`src/rtl/perf_pkg.sv`:
```
// Shared definitions for the pipeline performance-counter block.
// Holds the run-state enum, the CPU event channel assignments, and a helper
// that sizes the shadow-select port (NUM_CH channels plus one cycle shadow).
package perf_pkg;

    typedef enum logic [1:0] {
        IDLE = 2'd0,
        RUN  = 2'd1,
        DONE = 2'd2
    } perf_state_e;

    // Event channel wiring on the CPU side
    localparam int CH_STALL  = 0;  // hazard stall, qualified by no branch in ID
    localparam int CH_FLUSH  = 1;  // branch flush
    localparam int CH_RETIRE = 2;  // writeback with RegWrite
    localparam int CH_MEM    = 3;  // data-memory access

    // Select must address every channel shadow plus the cycle shadow.
    function automatic int sel_width(input int num_ch);
        return $clog2(num_ch + 1);
    endfunction

endpackage

```
`src/rtl/perf_counter_cell.sv`:
```
// One event counter with increment enable, saturate-or-wrap behaviour and a
// sticky overflow flag.
//   clk_i  : clock
//   rst_i  : asynchronous active-low reset
//   clr_i  : synchronous clear of count and overflow flag (wins over inc_i)
//   inc_i  : add one this edge
//   cnt_o  : current count
//   ovf_o  : set when an increment would pass all-ones; held until clear/reset
module perf_counter_cell #(
    parameter int CNT_W = 32,
    parameter bit SAT   = 1'b1
) (
    input  logic             clk_i,
    input  logic             rst_i,
    input  logic             clr_i,
    input  logic             inc_i,
    output logic [CNT_W-1:0] cnt_o,
    output logic             ovf_o
);

    logic [CNT_W-1:0] cnt_q, cnt_d;
    logic             ovf_q, ovf_d;

    always_comb begin
        cnt_d = cnt_q;
        ovf_d = ovf_q;
        if (clr_i) begin
            cnt_d = '0;
            ovf_d = 1'b0;
        end else if (inc_i) begin
            if (&cnt_q) begin
                ovf_d = 1'b1;
                cnt_d = SAT ? cnt_q : '0;
            end else begin
                cnt_d = cnt_q + {{(CNT_W-1){1'b0}}, 1'b1};
            end
        end
    end

    always_ff @(posedge clk_i or negedge rst_i) begin
        if (!rst_i) begin
            cnt_q <= '0;
            ovf_q <= 1'b0;
        end else begin
            cnt_q <= cnt_d;
            ovf_q <= ovf_d;
        end
    end

    assign cnt_o = cnt_q;
    assign ovf_o = ovf_q;

endmodule

```
`src/rtl/pipe_perf_counters.sv`:
```
// Pipeline event counters over a bounded run window with an atomic snapshot
// bank and a registered read port.
//   clk_i, rst_i   : clock, asynchronous active-low reset
//   start_i        : IDLE -> RUN
//   clear_i        : zero counters, flags and shadows; back to IDLE
//   freeze_i       : hold event counters in RUN (cycle counter keeps going)
//   event_i        : per-channel event strobes
//   snap_i         : copy live counters (pre-increment values) into shadows
//   rd_sel_i       : shadow select; NUM_CH selects the cycle shadow
//   rd_data_o      : registered shadow read, 0 for out-of-range selects
//   snap_valid_o   : one-cycle pulse after a snapshot
//   cycle_o        : live run-cycle count
//   ovf_o          : sticky per-channel overflow
//   done_o         : high in DONE
module pipe_perf_counters
    import perf_pkg::*;
#(
    parameter int NUM_CH     = 4,
    parameter int CNT_W      = 32,
    parameter int MAX_CYCLES = 64,
    parameter bit SAT        = 1'b1
) (
    input  logic                           clk_i,
    input  logic                           rst_i,
    input  logic                           start_i,
    input  logic                           clear_i,
    input  logic                           freeze_i,
    input  logic [NUM_CH-1:0]              event_i,
    input  logic                           snap_i,
    input  logic [sel_width(NUM_CH)-1:0]   rd_sel_i,
    output logic [CNT_W-1:0]               rd_data_o,
    output logic                           snap_valid_o,
    output logic [CNT_W-1:0]               cycle_o,
    output logic [NUM_CH-1:0]              ovf_o,
    output logic                           done_o
);

    localparam int               SEL_W    = sel_width(NUM_CH);
    localparam logic [SEL_W-1:0] LAST_SEL = SEL_W'(NUM_CH);
    // Cycle count just before the window closes; unused when MAX_CYCLES = 0.
    localparam logic [CNT_W-1:0] LAST_CYC = CNT_W'(MAX_CYCLES - 1);

    perf_state_e      state_q, state_d;
    logic [CNT_W-1:0] cnt_all  [0:NUM_CH];  // index NUM_CH is the cycle counter
    logic [CNT_W-1:0] shadow_q [0:NUM_CH];
    logic [CNT_W-1:0] rd_data_q;
    logic             snap_valid_q;
    logic             run;
    logic             cyc_ovf_unused;

    assign run = (state_q == RUN);

    // ---------------- run-state machine ----------------
    always_comb begin
        state_d = state_q;
        if (clear_i) begin
            state_d = IDLE;
        end else begin
            case (state_q)
                IDLE:    if (start_i) state_d = RUN;
                RUN:     if (MAX_CYCLES != 0 && cycle_o == LAST_CYC) state_d = DONE;
                DONE:    state_d = DONE;
                default: state_d = IDLE;
            endcase
        end
    end

    always_ff @(posedge clk_i or negedge rst_i) begin
        if (!rst_i) state_q <= IDLE;
        else        state_q <= state_d;
    end

    // ---------------- counters ----------------
    generate
        for (genvar gi = 0; gi <= NUM_CH; gi++) begin : g_cell
            if (gi < NUM_CH) begin : g_evt
                perf_counter_cell #(.CNT_W(CNT_W), .SAT(SAT)) u_cell (
                    .clk_i (clk_i),
                    .rst_i (rst_i),
                    .clr_i (clear_i),
                    .inc_i (run && !freeze_i && event_i[gi]),
                    .cnt_o (cnt_all[gi]),
                    .ovf_o (ovf_o[gi])
                );
            end else begin : g_cyc
                perf_counter_cell #(.CNT_W(CNT_W), .SAT(SAT)) u_cell (
                    .clk_i (clk_i),
                    .rst_i (rst_i),
                    .clr_i (clear_i),
                    .inc_i (run),
                    .cnt_o (cnt_all[gi]),
                    .ovf_o (cyc_ovf_unused)
                );
            end
        end
    endgenerate

    assign cycle_o = cnt_all[NUM_CH];

    // ---------------- snapshot bank and read port ----------------
    // Shadows sample the counter outputs, i.e. the values before this edge's
    // increments, so every channel lands in the bank from the same cycle.
    always_ff @(posedge clk_i or negedge rst_i) begin
        if (!rst_i) begin
            for (int i = 0; i <= NUM_CH; i++) shadow_q[i] <= '0;
            snap_valid_q <= 1'b0;
            rd_data_q    <= '0;
        end else begin
            if (clear_i) begin
                for (int i = 0; i <= NUM_CH; i++) shadow_q[i] <= '0;
            end else if (snap_i) begin
                for (int i = 0; i <= NUM_CH; i++) shadow_q[i] <= cnt_all[i];
            end
            snap_valid_q <= snap_i && !clear_i;
            // Reads see the bank as it was before this edge's capture.
            if (rd_sel_i <= LAST_SEL) rd_data_q <= shadow_q[rd_sel_i];
            else                      rd_data_q <= '0;
        end
    end

    assign rd_data_o    = rd_data_q;
    assign snap_valid_o = snap_valid_q;
    assign done_o       = (state_q == DONE);

endmodule
```
`config.mk`:
```
export PLATFORM = sky130hd
export DESIGN_NAME = pipe_perf_counters
export DESIGN_NICKNAME = d
export VERILOG_FILES = /design/src/rtl/perf_pkg.sv /design/src/rtl/perf_counter_cell.sv /design/src/rtl/pipe_perf_counters.sv
export SDC_FILE = /design/constraint.sdc
export NUM_CORES = 1
export LEC_CHECK = 0
export ABC_AREA = 1
export CAP_MARGIN = 20
export CORE_MARGIN = 2
export CORE_UTILIZATION = 60
export CTS_CLUSTER_SIZE = 10
export DETAILED_ROUTE_END_ITERATION = 10
export PLACE_DENSITY = 0.79
export SETUP_SLACK_MARGIN = 0.1
export SYNTH_ARGS = -nofsm -noshare
export SYNTH_HDL_FRONTEND = slang
export SYNTH_SLANG_ARGS = --single-unit
```
`constraint.sdc`:
```
create_clock -name clk_i -period 2.2 [get_ports clk_i]
set_clock_uncertainty 0.15 [all_clocks]
set_input_delay 0.66 -clock clk_i [delete_from_list [all_inputs] [get_ports clk_i]]
set_output_delay 0.66 -clock clk_i [all_outputs]
set_load 0.05 [all_outputs]
```
* After elaboration in Yosys (flattened, before gate mapping)
Cells that the tools add are included.
** Cells by class
- Add/sub/neg operators :: 5
- $lt $le $gt $ge :: 2
- Eq/ne operators :: 10
- Mux-type cells :: 37
- Bitwise logic cells :: 1
- Reductions and logical operators :: 34
** Operators by type and width (count)
- two-way mux 32 bit :: 18
- two-way mux 160 bit :: 2
- adder 32 x 1 -> 32 bit (second input constant) :: 5
- AND reduction 32 bit :: 5
- binary-select mux 32 bit (select 3 bit) :: 1
- == test 32 x 6 -> 1 bit (second input constant) :: 1
- AND reduction 2 bit :: 10
- nonzero test 2 bit :: 10
- two-way mux 1 bit :: 12
- != test 2 bit (second input constant) :: 5
- logical AND 1 bit :: 6
- two-way mux 2 bit :: 3
- case mux 2 bit (3 select lines) :: 1
- greater-or-equal comparator 4 bit (second input constant) :: 1
- NOT 3 -> 4 bit :: 1
- <= comparator 3 bit (second input constant) :: 1
- != test 3 x 2 -> 1 bit (second input constant) :: 1
- != test 3 bit (second input constant) :: 1
- == test 2 x 1 -> 1 bit (second input constant) :: 1
- == test 2 bit (second input constant) :: 1
- logical NOT 1 bit :: 2
- logical NOT 2 bit :: 1
** Storage, ports and cells
- Flip-flop bits (word level) :: 359
- Bits of input ports :: 13
- Output and inout bits :: 70
- Word-level logic and storage cells :: 106

* Longest topological paths before layout
- Word-level depth :: 5
- Depth in mapped cells :: 11
- Depth with buffers taken out :: 11

* Cells and area by module
Synthesis repeated with hierarchy kept, for this count alone.
** Unflattened totals
- Cell total of the unflattened synthesis :: 2599
- Area total of the unflattened synthesis :: 20927.6 um^2
** Modules (own cells, without submodules)
- perf_counter_cell :: times used 5, cells an instance 314, area each 2368.5 um^2, sequential area each 825.8 um^2
- pipe_perf_counters :: times used 1, cells an instance 1029, area each 9085.0 um^2, sequential area each 4879.7 um^2

* Worst setup path before layout
Ideal clock, no wire load.
- Kind :: in2reg
- Start point :: input port clear_i
- End point :: register shadow_q[49] (netlist bit)
- Setup time :: 138 ps
- Arrival :: 1665 ps
- Setup slack :: 247 ps
- Stages on the path :: 5
- Path through :: clkinv_1 nand2_1 clkbuf_1 clkbuf_1 o22ai_1
** Between the ends
- Cells in the longest elaborated chain, start to end :: 1
- Elaborated cells on any way between the ends :: 2
- Those cells by class :: mux (1); reduce/logical (1)
** RTL lines
- from (decl) :: line pipe_perf_counters.sv:26 : input logic clear_i,
- two-way mux 160 bit or nonzero test 2 bit (tied branches)
- to (decl) :: line pipe_perf_counters.sv:45 : logic [CNT_W-1:0] shadow_q [0:NUM_CH];
Several ways; a longest one is shown, not always the timed one.
A chain may end at the register's enable or synchronous reset.

* Worst setup path after layout
- Start point :: register state_q[1]
- End point :: output port done_o
** Between the ends
- Cells in the longest elaborated chain, start to end :: 1
** RTL lines
- from (decl) :: line pipe_perf_counters.sv:43 : perf_state_e state_q, state_d;
- from (signal assigned) :: line pipe_perf_counters.sv:70 : else state_q <= state_d;
- == test 2 bit :: line pipe_perf_counters.sv:123 : assign done_o = (state_q == DONE);
- to (decl) :: line pipe_perf_counters.sv:35 : output logic done_o
No other way between the ends.

==> flow_summary.ini <==
[logic_synthesis]
syn_inst = 2602
synth_seq_area_share_pct = 46.7
synth_fp_nets = 2623
synth-seq-cells = 359
synth_area_mm2 = 0.0192
avgSynthCellArea_um2 = 7.39
yosys_warnings = 0
yosysUniqueCellTypes = 36

[grt]
grt_start_max_net_pins = 62
grt_pass1_wl_mm = 92.7
grtUsageTotal_pct = 35.3
antenna_found_initial = 0
grt-ovfl-total = 0
grt_pass1_vias = 17100

[run]
max_cap_violations = 0

[sta]
slew_headroom_pct = 49.1
max_freq_mhz = 478
fin_crit_ns = 2.09
fin_ws_ns = 0.106
rsz0062_at_grt = true
tightest_slew_ns = 0.756
period_share_pct = 95.2
final_hold_viol_count = 0
final_max_slew_viol_count = 0
setup_viol = 0

[clock_network]
h-tree-depth = 2
clkTransAtPathRegs_ns = 0.05
cts_buffer_depth = 3
cts_tree = done
cts_root_buf = clkbuf_16
numCtsBuffers = 43
clk_latency_ns = 0.54
cts_sinks = 359

[route]
drt_first_iter_violations = 2357
via_count = 18400
drtAntennaViolNets = 0
wire_per_inst_um = 18.6
vias_per_cell = 5.82
wl_mm = 58.5
dr.pass1.iters = 6
drc = 0

[min_path]
holdCritPathClass = register to register

[layout]
final_nets = 2761
mostFrequentLayoutCells = nand2_1, dfrtp_1, inv_1, nor2_1, nand3_1
utilization_pct = 71.7
syn_to_final_growth_pct = 17.6
layout_commonest_cell = nand2_1
num_antenna_cells = 0
fin_cells = 3153
drive_gt1_share_pct = 12.7

[floorplanning]
die_x_um = 183
ios = 83
initial_utilization_pct = 61.0
num_rows = 65
core_region_area_mm2 = 0.0316
die-height_um = 183
die_area_mm2 = 0.0335

[worst_setup_path]
worstPathMaxFanout = 3
cp_data_arrival_time_ns = 1.28
cp-start-kind = register
max_stage_delay_ns = 0.43
cp.required_ns = 1.39
cp_cell_sequence = ha_4, buf_12
end_kind = output pin
slowest_stage = dfrtp_1
worst-setup-path-type = register to output pin

[place]
gp_congestion = 0.977
portBuffers = 82
pre_cts_ws_ns = -0.433
dp_hpwl_mm = 42.8
dp_cells = 3086

[power_and_ir_drop]
p_leak_nw = 10.1
ir_drop_uv = 562
p_per_area_mw_per_mm2 = 651

[outcome]
run_status = finished clean
[Yosys cell counts (all sizes together)]
cell type    n  area share (%)
nand2      727              14
dfrtp      359              47
inv        320             6.2
nor2       291             6.1
o21ai      265             7.1
nand3      223             5.8
o22ai      108             3.5
buf         83             3.0
a21oi       76             2.0
clkbuf      57             1.1
xor2        42             1.9
nand4       17            0.66
ha           8            0.52
xnor2        6            0.27
nand3b       5            0.20
nor3         4            0.10
and2         3           0.098
clkinv       3           0.059
o21a         2           0.078
or2          2           0.065
nor3b        1           0.039
[path summary, 6_finish.rpt]
path / start / endpoint / slack [ns] / cells past startpoint
max: state_q[1] / done_o / 0.11 / 2
min: g_cell[0].g_evt.u_cell.ovf_o / g_cell[0].g_evt.u_cell.ovf_o / 0.34 / 1
max reg2reg: g_cell[4].g_cyc.u_cell.cnt_o[0] / g_cell[4].g_cyc.u_cell.cnt_o[26] / 0.17 / 10
min reg2reg: g_cell[0].g_evt.u_cell.ovf_o / g_cell[0].g_evt.u_cell.ovf_o / 0.34 / 1
max in group asynchronous: rst_i / g_cell[1].g_evt.u_cell.cnt_o[31] / 0.70 / 3
min in group asynchronous: rst_i / g_cell[4].g_cyc.u_cell.cnt_o[9] / 0.50 / 2
[cell families (layout without fill, tap and decap cells)]
family / after synthesis / in the layout / share of synthesized area [%]
simple gates: 1273 / 1273 / 27.4
buf+inv: 463 / 612 / 10.5
compound gates: 451 / 451 / 12.7
flops: 359 / 359 / 46.7
xor+xnor: 48 / 48 / 2.19
fa+ha+maj: 8 / 8 / 0.520
[repair_timing]
action                                  CTS  global route
endpoints found under the setup margin   47           155
pin swaps                                 0             5
setup buffers                             2             8
hold buffers                              1             0
resized for setup                         8            38
hold endpoints to repair                 36             0
[layout make-up]
cell class / count / area, um2
sequential: 359 / 8990
fill: 2514 / 8930
multi-input combinational: 1780 / 8380
timing repair buffer: 233 / 2330
inverter: 323 / 1220
clock buffer: 55 / 1190
tap: 402 / 503
clock inverter: 1 / 8.76
[registers in the layout, indices dropped and copies added (netlist names)]
signal,flops
snap_valid_o,1
state_q,2
g_cell.g_evt.u_cell.ovf_o,4
rd_data_o,32
g_cell.g_cyc.u_cell.cnt_o,32
shadow_q,160
g_cell.g_evt.u_cell.cnt_o,128
[metal layers]
layer | up-vias | routed length [um] | part of all wire [%] | global-route usage, %
met1 | 8655 | 24900 | 43 | 51.1
met4 | 0 | 2510 | 4.3 | 14.0
met2 | 1003 | 26100 | 45 | 54.1
met5 | - | 0 | 0 | 0
met3 | 144 | 5030 | 8.6 | 4.90
li1 | 8555 | - | - | -
[worst max-delay path: cells and delay by family, from the launching register on]
family | cells | cell delay, ns
buffers and inverters | 1 | 0.14
flip-flops | 1 | 0.43
adder cells (fa/ha/maj) | 1 | 0.19
[report_power, final]
part           total [W]  internal, W  switching, W
combinational    0.00162     0.000535       0.00109
sequential       0.00676      0.00670     0.0000688
clock            0.00634      0.00374       0.00260
total             0.0147       0.0110       0.00376
[through the flow]
stage	hold slack, ns	area (um2)	TNS (ns)	power (W)
2_1_floorplan	0.214	19200	0	0.00768
3_3_place_gp	0.327	21200	-51.29	0.00837
3_5_place_dp	0.332	21200	-56.40	0.00840
4_1_cts	0.344	22400	0	0.0147
5_1_grt	0.355	22600	0	0.0152
6_report	0.340	22600	0	0.0147
Power figures use the tool's default switching activity.
